### src/rtl/load_cmd_queue_if.sv
// Producer/consumer bundle for the load command queue: request handshake, flush,
// issued load pulse and occupancy status.
interface load_cmd_queue_if #(
    parameter int DATA_W = 4,
    parameter int DEPTH  = 4
);
    localparam int LVL_W = $clog2(DEPTH) + 1;

    logic              req_valid_i;
    logic [DATA_W-1:0] req_val_i;
    logic              req_ready_o;
    logic              flush_i;
    logic              load_o;
    logic [DATA_W-1:0] load_val_o;
    logic [LVL_W-1:0]  level_o;
    logic              empty_o;
    logic              full_o;

    modport master (
        output req_valid_i, req_val_i, flush_i,
        input  req_ready_o, load_o, load_val_o, level_o, empty_o, full_o
    );

    modport slave (
        input  req_valid_i, req_val_i, flush_i,
        output req_ready_o, load_o, load_val_o, level_o, empty_o, full_o
    );
endinterface

### src/rtl/load_cmd_queue.sv
// Buffers counter load requests and issues them in order as one-cycle load pulses,
// keeping at least GAP idle cycles between consecutive pulses.
module load_cmd_queue #(
    parameter int DATA_W = 4,
    parameter int DEPTH  = 4,
    parameter int GAP    = 2
) (
    input  logic            clk,
    input  logic            reset,
    load_cmd_queue_if.slave bus
);
    localparam int PTR_W = $clog2(DEPTH);
    localparam int LVL_W = $clog2(DEPTH) + 1;
    localparam int GAP_W = (GAP > 1) ? $clog2(GAP) : 1;

    typedef enum logic [1:0] {IDLE, ISSUE, HOLD} state_t;

    state_t            state, state_n;
    logic [GAP_W-1:0]  gap_cnt, gap_cnt_n;
    logic              load, load_n;
    logic [DATA_W-1:0] load_val, load_val_n;
    logic [DATA_W-1:0] mem [DEPTH];
    logic [PTR_W-1:0]  wr_ptr, rd_ptr;
    logic [LVL_W-1:0]  level;
    logic              empty, full, ready, push, pop;

    assign empty = (level == '0);
    assign full  = (level == LVL_W'(DEPTH));
    assign ready = !full && reset;
    assign push  = bus.req_valid_i && ready && !bus.flush_i;

    assign bus.req_ready_o = ready;
    assign bus.load_o      = load;
    assign bus.load_val_o  = load_val;
    assign bus.level_o     = level;
    assign bus.empty_o     = empty;
    assign bus.full_o      = full;

    always_comb begin
        state_n    = state;
        gap_cnt_n  = gap_cnt;
        load_n     = 1'b0;
        load_val_n = load_val;
        pop        = 1'b0;
        if (bus.flush_i) begin
            state_n = IDLE;
        end else begin
            case (state)
                IDLE: begin
                    if (!empty) begin
                        pop        = 1'b1;
                        load_n     = 1'b1;
                        load_val_n = mem[rd_ptr];
                        state_n    = ISSUE;
                    end
                end
                ISSUE: begin
                    if (GAP == 0) begin
                        if (!empty) begin
                            pop        = 1'b1;
                            load_n     = 1'b1;
                            load_val_n = mem[rd_ptr];
                        end else begin
                            state_n = IDLE;
                        end
                    end else begin
                        gap_cnt_n = GAP_W'(GAP - 1);
                        state_n   = HOLD;
                    end
                end
                HOLD: begin
                    // The last hold cycle issues directly so load_o is low for exactly GAP cycles.
                    if (gap_cnt != '0) begin
                        gap_cnt_n = gap_cnt - GAP_W'(1);
                    end else if (!empty) begin
                        pop        = 1'b1;
                        load_n     = 1'b1;
                        load_val_n = mem[rd_ptr];
                        state_n    = ISSUE;
                    end else begin
                        state_n = IDLE;
                    end
                end
                default: state_n = IDLE;
            endcase
        end
    end

    always_ff @(posedge clk) begin
        if (!reset) begin
            state    <= IDLE;
            gap_cnt  <= '0;
            load     <= 1'b0;
            load_val <= '0;
            wr_ptr   <= '0;
            rd_ptr   <= '0;
            level    <= '0;
        end else if (bus.flush_i) begin
            state    <= IDLE;
            gap_cnt  <= '0;
            load     <= 1'b0;
            wr_ptr   <= '0;
            rd_ptr   <= '0;
            level    <= '0;
        end else begin
            state    <= state_n;
            gap_cnt  <= gap_cnt_n;
            load     <= load_n;
            load_val <= load_val_n;
            if (push) wr_ptr <= wr_ptr + PTR_W'(1);
            if (pop)  rd_ptr <= rd_ptr + PTR_W'(1);
            level    <= level + LVL_W'(push) - LVL_W'(pop);
        end
    end

    always_ff @(posedge clk) begin
        if (push) mem[wr_ptr] <= bus.req_val_i;
    end
endmodule

### src/flat_wrapper.sv
// flat-port wrapper written by rule: the top's interface ports become plain ports
module load_cmd_queue_flat 
#(
    parameter int DATA_W = 4,
    parameter int DEPTH  = 4,
    parameter int GAP    = 2
)
  (clk, reset, bus_req_valid_i, bus_req_val_i, bus_flush_i, bus_req_ready_o, bus_load_o, bus_load_val_o, bus_level_o, bus_empty_o, bus_full_o);
  load_cmd_queue_if #(.DATA_W(DATA_W), .DEPTH(DEPTH)) bus_i ();
  input  logic clk;
  input  logic reset;
  input wire logic [$bits(bus_i.req_valid_i)-1:0] bus_req_valid_i;
  input wire logic [$bits(bus_i.req_val_i)-1:0] bus_req_val_i;
  input wire logic [$bits(bus_i.flush_i)-1:0] bus_flush_i;
  output wire logic [$bits(bus_i.req_ready_o)-1:0] bus_req_ready_o;
  output wire logic [$bits(bus_i.load_o)-1:0] bus_load_o;
  output wire logic [$bits(bus_i.load_val_o)-1:0] bus_load_val_o;
  output wire logic [$bits(bus_i.level_o)-1:0] bus_level_o;
  output wire logic [$bits(bus_i.empty_o)-1:0] bus_empty_o;
  output wire logic [$bits(bus_i.full_o)-1:0] bus_full_o;
  assign bus_i.req_valid_i = bus_req_valid_i;
  assign bus_i.req_val_i = bus_req_val_i;
  assign bus_i.flush_i = bus_flush_i;
  assign bus_req_ready_o = bus_i.req_ready_o;
  assign bus_load_o = bus_i.load_o;
  assign bus_load_val_o = bus_i.load_val_o;
  assign bus_level_o = bus_i.level_o;
  assign bus_empty_o = bus_i.empty_o;
  assign bus_full_o = bus_i.full_o;
  load_cmd_queue #(.DATA_W(DATA_W), .DEPTH(DEPTH), .GAP(GAP)) u_core (.clk(clk), .reset(reset), .bus(bus_i));
endmodule
### config.mk
export PLATFORM = sky130hd
export DESIGN_NAME = load_cmd_queue_flat
export DESIGN_NICKNAME = d
export VERILOG_FILES = /design/src/rtl/load_cmd_queue_if.sv /design/src/rtl/load_cmd_queue.sv /design/src/flat_wrapper.sv
export SDC_FILE = /design/constraint.sdc
export NUM_CORES = 1
export LEC_CHECK = 0
export CELL_PAD_IN_SITES_DETAIL_PLACEMENT = 1
export CELL_PAD_IN_SITES_GLOBAL_PLACEMENT = 2
export CORE_MARGIN = 2
export CORE_UTILIZATION = 38
export DETAILED_ROUTE_END_ITERATION = 8
export DONT_BUFFER_PORTS = 1
export GPL_TIMING_DRIVEN = 0
export PLACE_DENSITY = 0.7
export SYNTH_ARGS = -nofsm -noshare
export SYNTH_HDL_FRONTEND = slang
export SYNTH_SLANG_ARGS = --single-unit
### constraint.sdc
create_clock -name clk -period 2.4 [get_ports clk]
set_input_delay 0.24 -clock clk [delete_from_list [all_inputs] [get_ports clk]]
set_output_delay 0.24 -clock clk [all_outputs]
set_load 0.02 [all_outputs]
## Word level (Yosys, flattened, before mapping)

Memory sizes are Yosys's and may differ from the RTL's. A register that Yosys moved wholly into a read port is not among the register bits.
Index checks and enable logic that the tools add are counted.

- Memory bits (writable): 16
- Output and inout port bits: 11
- Flip-flop bits (word level): 15
- Input port bits: 8
- Memories: 1
- Logic and storage cells: 49

Memories:

| memory | depth | bits a word | rd ports | clocked after memory_dff | write ports | line | source |
|---|---|---|---|---|---|---|---|
| u_core.mem | 4 | 4 | 1 | 1 | 1 | load_cmd_queue.sv:22 | `logic [DATA_W-1:0] mem [DEPTH];` |

- Equality and inequality tests: 5
- Reductions and logical operators: 12
- Bitwise gates (word level): 2
- Mux-type cells: 17
- $add $sub $neg: 5

Operator list:

| kind | number |
|---|---|
| $mux 2 | 4 |
| $mux 4 | 2 |
| $pmux 4 s2 | 1 |
| $mux 1 | 7 |
| $pmux 2 s3 | 1 |
| $add 2x1->2 const B | 2 |
| $ne 2x2->1 const B | 2 |
| $pmux 1 s2 | 2 |
| $reduce_bool 2->1 | 2 |
| $add 3x1->3 | 1 |
| $eq 3x3->1 const B | 1 |
| $logic_and 1x1->1 | 3 |
| $logic_not 3->1 | 1 |
| $reduce_and 3->1 | 1 |
| $sub 3x1->3 | 1 |
| $eq 2x1->1 const B | 1 |
| $eq 2x2->1 const B | 1 |
| $logic_not 1->1 | 2 |
| $logic_not 2->1 | 1 |
| $not 1->1 | 2 |
| $reduce_and 2->1 | 1 |
| $reduce_or 2->1 | 1 |
| $sub 1x1->1 const B | 1 |

## Logic depth before layout (Yosys ltp)

Gate-level depths: netlist of the first run.

- Depth after elaboration: 7
- Gate-level depth with buffers: 13
- Depth with buffers taken out: 13

## Worst setup path after synthesis of the first run

No wires, ideal clock.

- Path type: register to register
- Start point: register u_core.state[0]
- End point: register u_core.level[2] (netlist: u_core.bus.level_o[2])
- Setup slack: 0.069 ns
- Cell stages (with the launch flop): 14
- Arrival: 2.203 ns
- Required time: 2.272 ns
- Buffers on the path: 0
- Clock period less this slack: 2.331 ns
- Library setup time: 0.128 ns
- Path through: dfxtp_1 inv_1 ha_1 nor2b_1 o21ai_2 nor2_1 ha_1 inv_1 ha_1 inv_1 fa_1 xor2_1 xnor2_1 nor2_1

- Cells in the longest elaborated chain, start to end: 4
- Elaborated cells on any way between the ends: 5
- Classes of those cells: 1 x add/sub; 1 x eq/ne; 2 x mux; 1 x reduce/logical

Ends and longest elaborated chain:

| element | line | source |
|---|---|---|
| start, declared | load_cmd_queue.sv:18 | `state_t state, state_n;` |
| start signal, assigned | load_cmd_queue.sv:106 | `state <= state_n;` |
| $eq 2x2->1 / $logic_not 2->1 (equally long branches) | load_cmd_queue.sv:48 | `case (state)` |
| $pmux 1 s2 (*) | load_cmd_queue.sv:48 |  |
| $mux 1 (*) | - |  |
| net u_core.pop | load_cmd_queue.sv:25 | `logic empty, full, ready, push, pop;` |
| $sub 3x1->3 (*) | load_cmd_queue.sv:112 | `level <= level + LVL_W'(push) - LVL_W'(pop);` |
| end signal, assigned | load_cmd_queue.sv:112 |  |
| end, declared | load_cmd_queue.sv:24 | `logic [LVL_W-1:0] level;` |

The timed path passes the listed nets; every way through them passes the cells marked *.
A chain may end at the register's enable or synchronous reset.

## Worst setup path after layout of the first run

- Start point: register u_core.level[0] (netlist: u_core.bus.level_o[0])
- End point: register u_core.level[2] (netlist: u_core.bus.level_o[2])

- Elaborated cells on any way between the ends: 12
- Classes of those cells: 2 x add/sub; 1 x eq/ne; 4 x mux; 5 x reduce/logical

RTL lines:

| element | line | source |
|---|---|---|
| $logic_not 3->1 (*) | load_cmd_queue.sv:27 | `assign empty = (level == '0);` |
| $mux 1 (*) | load_cmd_queue.sv:50, load_cmd_queue.sv:75 |  |
| $mux 1 | load_cmd_queue.sv:73 | `if (gap_cnt != '0) begin` |
| $pmux 1 s2 (*) | load_cmd_queue.sv:48 |  |
| $mux 1 (*) | - |  |
| net u_core.pop | load_cmd_queue.sv:25 |  |
| $sub 3x1->3 (*) | load_cmd_queue.sv:112 |  |

Marked as above.

==> results by stage, run 1 <==
STA:
- In this run the tightest slew margin relative to its limit is 0.683.
- The count of final max-slew check failures is 0.
- The slew of the pin with the lowest slew margin is 0.476 ns.
- Based on the critical path, the design can be clocked at up to 442 MHz.
- After layout, the worst setup slack is 0.138 ns.
- The setup clock skew after layout is 0.00598 ns.
- Across all hold checks on the routed design, the worst slack comes to 0.0572 ns.
- The final-report setup violation count is 0.
- In the finished design, the share of the clock period the worst path needs comes to 0.943.
- The final critical delay including setup and external delays is 2.26 ns.
- The number of hold violations in the final report is 0.
- Setup repair after global routing left no endpoint under its margin.
- The total negative setup slack is 0 ns.

Clock network:
- The later pin in the worst-skew pair is clocked with a latency of 0.27 ns.
- In this run, post-CTS hold repair placed 0 buffers.
- The clock passes through at most 2 buffers.
- Clock-pin slew was measured on the worst setup and hold paths at 0.07 ns.
- Clock tree synthesis selected as its root buffer the cell clkbuf_8.
- Counting the buffers created by CTS gives 5.
- The tree built by TritonCTS fans out to 33 sinks.
- The TritonCTS clock tree is built.
- The level count of the clock H-tree is 2.

Worst setup path:
- The critical path data arrival time is 2.41 ns.
- The type of origin of the critical path is a flop.
- Setup slack on the worst reg-to-reg path comes out at 0.14 ns.
- Along the worst path, the maximum fanout reaches 4.
- The most critical setup path has its startpoint at u_core.bus.level_o[0].
- The launching point of the worst reg2reg path is u_core.bus.level_o[0].
- STA classifies the critical path endpoint as a flop.
- The required time reported for the critical path endpoint is 2.54 ns.
- The critical path class is flop to flop.

Die:
- The floorplan step defined a die boundary enclosing 4300 um^2.
- The count of pins on the block boundary is 19.
- The core area is 3660 um^2.
- The starting density of the core is 0.394.
- The floorplan has 22 rows.
- The die outline height is 65.6 um.
- The floorplan step set the die width to 65.6 um.

Logic synthesis:
- The complex-gate fraction of the synthesized area is 0.0556.
- The adder-cell area share of the yosys netlist is 0.101.
- Of the synthesized area, sequential elements account for 0.569.
- The share of the synthesized netlist area taken by xor and xnor gates is 0.0304.
- The cell area that synthesis handed to floorplanning was 1440 um^2.
- Measured against the total synthesized area, the mux share comes to 0.0903.
- After synthesis the netlist holds a flip-flop and latch count of 33.
- The average instance in the mapped netlist occupies 13.3 um^2.
- The gate count after technology mapping is 108.
- The area fraction of the dominant cell type after synthesis is 0.333.
- Ranked by total cell area, the synthesized netlist is headed by edfxtp_1 33%, dfxtp_1 24%, ha_1 8.7%.
- The number of nets handed over by synthesis was 127.
- The number of different library cells used by synthesis comes to 30.
- The Yosys step of the flow raised 0 warnings.
- Of the total synthesized cell area, the portion taken by AND, OR, NAND and NOR gates is 0.127.
- The cell taking the most area after synthesis is edfxtp_1.
- By area, the combinational part of the netlist is dominated by simple AND/OR/NAND/NOR gates.

Routing:
- The iteration count of the initial detailed-routing pass is 4.
- The violation count after the first detailed-route iteration is 33.
- The number of vias after detailed routing is 814.
- After detailed routing, the average wire length per cell comes to 14.5 um.
- The DRC violation count after routing is 0.
- The mean number of vias per cell is 4.90.
- The number of antenna-violating nets in the routed design is 0.
- The final layout contains routed wiring with a total length of 2410 um.

Placed design:
- Detailed placement finished with a half-perimeter wire length of 1820 um.
- The number of port buffers is 0.
- The number of cells in the design after placement is 156.
- The worst setup slack before clock tree synthesis is -0.137 ns.
- The last weighted congestion value of the routability-driven placer is 0.686.

Cells and area:
- The most common cell after layout, fill and taps aside is edfxtp_1.
- The count of cells in the finished layout, fillers not included, comes to 166.
- In the final layout, the share of cells above drive strength 1 is 0.254.
- The top cell types in the final layout, fill and taps aside, are 16 x edfxtp_1, 12 x dfxtp_1, 8 x nor2_1, 8 x ha_1, 7 x inv_1.
- The layout net count is 136.
- The area growth from synthesis to final layout is 14.4%.
- The number of antenna cells inserted is 0.

Min path:
- In this run the worst hold path is classified as input port to flop.
- The start point of the worst min-delay path is bus_req_val_i[0].

Global route:
- The pin count of the biggest net entering global routing is 12.
- The number of antenna violations at the first check in global routing is 0.
- The remaining global-route overflow is 0.
- The via count of the first global-routing pass is 873.
- The overall fraction of global-route tracks in use is 0.131.
- The wire length of the first global-routing pass is 4130 um.

Power:
- The leakage power is 0.000582 uW.
- For this design the ratio of total power to cell area is 664 nW/um^2.
- The worst-case vdd ir drop is 0.000447 V.

Status:
- The run finished with clean final reports.

Run:
- The total of max-cap violations is 0.
==> state kept, by name, summed over array words and instances, names as in the netlist, named ones only <==
register,count
u_core.bus.load_o,1
u_core.bus.load_val_o,4
u_core.rd_ptr,2
u_core.state,2
u_core.bus.level_o,3
u_core.wr_ptr,2
u_core.mem,16
u_core.gap_cnt,1
==> Yosys cell counts <==
cell	n
or3_4	1
o31ai_1	1
inv_1	8
a211oi_1	1
edfxtp_1	16
nand2_1	3
nor2_1	9
o211ai_1	1
a2111oi_0	1
o21ai_2	1
clkinv_2	1
nand2b_1	2
o21bai_1	1
a21oi_1	1
a22oi_1	1
fa_1	1
xor2_1	3
dfxtp_1	17
xnor2_1	2
nor2b_1	6
ha_1	10
nand2b_4	1
clkbuf_1	1
nand3_1	2
or3b_1	1
a211oi_4	1
mux2i_1	4
and3_1	1
mux4_2	4
and2_1	6
==> timing repair <==
action | 4_1_cts | 5_1_grt
pin swaps | 2 | 3
resized for setup | 7 | 9
endpoints found under the setup margin | 1 | 1
setup buffers | 2 | 0
==> worst max-delay path, cell delays in order, from the launching register on <==
cell and delay (ns):
dfxtp_4 0.37, or3_4 0.42, o21ai_4 0.08, nor2_2 0.05, ha_1 0.26, inv_1 0.05, ha_1 0.14, inv_1 0.05
fa_2 0.33, xor2_1 0.17, xnor2_1 0.16, nor2_1 0.05
==> per-stage QoR <==
| stage | instance area (um^2) | total power, uW | util |
|---|---|---|---|
| detailed placement | 1500 | 708 | 0.410 |
| global route | 1650 | 1150 | 0.450 |
| finish | 1650 | 1090 | 0.450 |
| global placement | 1500 | 706 | 0.410 |
| CTS | 1620 | 1110 | 0.442 |
| floorplan | 1440 | 692 | - |
==> cells by family (layout without fill, tap and decap cells) <==
group | Yosys count | count (layout)
flip-flops | 33 | 33
AND/OR/NAND/NOR | 32 | 32
adder cells (fa/ha/maj) | 11 | 11
buffers and inverters | 10 | 20
AO/OA/AOI/OAI | 9 | 9
multiplexers | 8 | 8
XOR/XNOR | 5 | 5
==> power by group <==
part / leakage (uW) / switching (uW) / internal, uW
clock: 0.0000439 / 193 / 200
combinational: 0.000253 / 46.7 / 37.5
sequential: 0.000285 / 15.8 / 601
==> layout make-up <==
class / count / area (um^2)
fill: 385 / 2010
sequential: 33 / 832
multi-input combinational: 65 / 617
clock buffer: 5 / 68.8
tap: 48 / 60.1
inverter: 9 / 35.0
clock inverter: 3 / 17.5
timing repair buffer: 2 / 15.0
buffer: 1 / 3.75
==> path summary, 6_finish.rpt <==
path                            cells past startpoint                     to
worst max-delay path                               11  u_core.bus.level_o[2]
worst min register to register                      2       u_core.wr_ptr[1]
worst min-delay path                                0       u_core.mem[2][0]
worst max register to register                     11  u_core.bus.level_o[2]
==> metal layers <==
metal / routed length [um] / GRT usage / vias up
met2: 1260 / 0.223 / 9
met3: 91 / 0.0497 / 2
met4: 18 / 0.0391 / 0
met5: 0 / 0 / -
met1: 1030 / 0.152 / 411
li1: - / - / 392
Note: power is estimated with default switching activity, not from simulation.
==> run 2, diff against run 1 <==
- GPL_TIMING_DRIVEN: 0 -> not set
- REMOVE_ABC_BUFFERS: not set -> 1
==> run 2 against run 1 <==
  * Combinational power increased by 8.9%
  * Critical path type unchanged
  * Clock-buffer cell count unchanged
  * Hold slack got worse by 0.015 ns
  * Largest power group unchanged
  * Die area unchanged
==> results by stage, run 2 (synthesis results as in run 1) <==
STA:
- The final critical delay including setup and external delays is 2.25 ns.
- Across the routed clock network, the largest skew measured is 0.00196 ns.
- The slew of the pin with the lowest slew margin is 0.454 ns.
- The number of hold violations in the final report is 0.
- Timing would allow up to 444 MHz.
- The worst hold slack is 0.0422 ns.
- Summed over all failing endpoints, the final setup total negative slack is 0 ns.
- The count of final max-slew check failures is 0.
- The final-report setup violation count is 0.
- Setup slack closes at 0.148 ns.
- In the finished design, the share of the clock period the worst path needs comes to 0.938.
- The worst pin sits at a relative slew slack of 0.697.

Cells and area:
- In the final layout, the share of cells above drive strength 1 is 0.244.
- In the layout the commonest cells are 16 x dfxtp_1, 16 x edfxtp_1, 9 x nor2_1, 9 x ha_1.
- The repair_antennas step left the layout with diodes totalling 0.
- The area growth from synthesis to final layout is 15.2%.
- The number of flip-flops in the largest register is 16.
- The filler cells instantiated in the layout total 389.
- The end-of-flow core utilization is 0.454.
- The net count of the finished layout is 141.
- Counting flops per register, the top entry is u_core.mem.

Routing:
- After detailed routing, the number of remaining DRC violations is 0.
- The total length of routed wires is 2580 um.
- Dividing the detail-routed wire length by the instance count gives 15.1 um.
- The count of nets left with antenna violations once routing finished came out at 0.
- Summing over every cut layer, the via total after detailed routing is 820.
- For this run, the detailed router's first-pass iteration total came to 4.
- In the routed layout, each cell is associated on average with a via count of 4.80.
- In this run, the number of DRC markers left after iteration 0 of detailed routing was 22.

Placed design:
- The HPWL after detailed placement is 2030 um.
- The number of port buffers is 0.
- The last weighted congestion value of the routability-driven placer is 0.821.
- Prior to clock tree synthesis, the placed netlist has a worst setup slack of 0.0530 ns.

Status:
- The run finished with clean final reports.

Die:
- For this design the top-level I/O count stands at 19.
- The width of the die is 65.6 um.
- The die outline area is 4300 um^2.
- Row generation in the floorplan step produced 22 rows.
- The starting density of the core is 0.394.
- The total area inside the core boundary comes to 3660 um^2.
- The die outline height is 65.6 um.

Worst setup path:
- The largest fanout on the critical path is 2.
- The required time reported for the critical path endpoint is 2.57 ns.
- The critical path class is flop to flop.
- The critical path startpoint is u_core.state[0].
- In this run the critical register-to-register path is launched from u_core.state[0].
- The endpoint class of the critical path is a flop.
- For the worst setup path, the data arrival time is 2.42 ns.
- The type of origin of the critical path is a flop.

Global route:
- The number of antenna violations at the first check in global routing is 0.
- The via count of the first global-routing pass is 885.
- After global routing the overflow that remains totals 0.
- The first global-routing pass estimated 4250 um of wire.
- For this run, the total global-route usage over all layers was measured as 0.141.
- The pin count of the biggest net entering global routing is 12.

Clock network:
- The level count of the clock H-tree is 2.
- The cell at the root of the clock tree is clkbuf_8.
- The maximum count of clock buffers along a single path is 2.
- The clock slew at the register clock pins of the worst setup and hold paths is 0.07 ns.
- The number of buffers created by CTS is 5.
- The number of hold buffers added after CTS was 0.
- The clock latency at the later pin of the worst-skew pair is 0.29 ns.
- Buffers added to address setup during post-CTS repair amount to 0.
- The number of gates resized after CTS was 0.
- The clock sink total is 33.
- The TritonCTS clock tree is built.

Power:
- The power density over the cells is 672 nW/um^2.
- The worst-case vdd ir drop is 0.000297 V.
- The overall power is 1120 uW.
- In this run the static leakage power is 0.000606 uW.

Run:
- Max-cap violations in this run came to 0.

Min path:
- The worst hold path belongs to the class input port to flop.
- The start point of the worst min-delay path is bus_req_val_i[0].
run 2: cell types whose count changed in the layout (fill, tap and decap cells not counted), sizes merged:
cell    delta
clkbuf     -1
buf        +6
run 2: cell type report:
class / instances / area [um^2] / area share
Sequential cell: 33 / 822 / 0.495
Timing Repair Buffer: 8 / 60.1 / 0.0362
Multi-Input combinational cell: 65 / 597 / 0.359
Clock buffer: 5 / 68.8 / 0.0414
Clock inverter: 3 / 17.5 / 0.0106
Inverter: 9 / 35.0 / 0.0211
Tap cell: 48 / 60.1 / 0.0362
run 2: path summary, 6_finish.rpt:
kind	end	slack, ns	depth (start not counted)
max	u_core.bus.level_o[2]	0.15	13
min	u_core.mem[2][0]	0.04	0
max reg2reg	u_core.bus.level_o[2]	0.15	13
min reg2reg	u_core.wr_ptr[1]	0.52	2
run 2: critical path, stage by stage, from the launching register on:
cell     delay (ns)
dfxtp_2        0.33
inv_1          0.05
ha_2           0.18
nor2b_2        0.16
o21ai_2        0.15
nor2_1         0.06
ha_1           0.26
inv_1          0.06
ha_1           0.13
inv_1          0.05
fa_2           0.35
xor2_2         0.15
xnor2_1        0.15
nor2_1         0.05
run 2: power by group:
part | switching [uW] | leakage (uW) | total [uW] | internal, uW
registers | 11.3 | 0.000282 | 613 | 602
logic | 50.7 | 0.000280 | 91.8 | 41.2
clock network | 211 | 0.0000439 | 411 | 200
total | 273 | 0.000606 | 1120 | 843
run 2: routing by layer:
metal | global-route usage | part of all wire
met1 | 0.152 | 0.42
met3 | 0.0445 | 0.034
met2 | 0.235 | 0.51
met5 | 0 | 0
met4 | 0.0938 | 0.033
run 2: through the flow:
step           std cells  area, um^2
5_1_grt              171        1660
6_report             171        1660
3_3_place_gp         163        1560
4_1_cts              171        1640
3_5_place_dp         163        1560
2_1_floorplan        107        1440
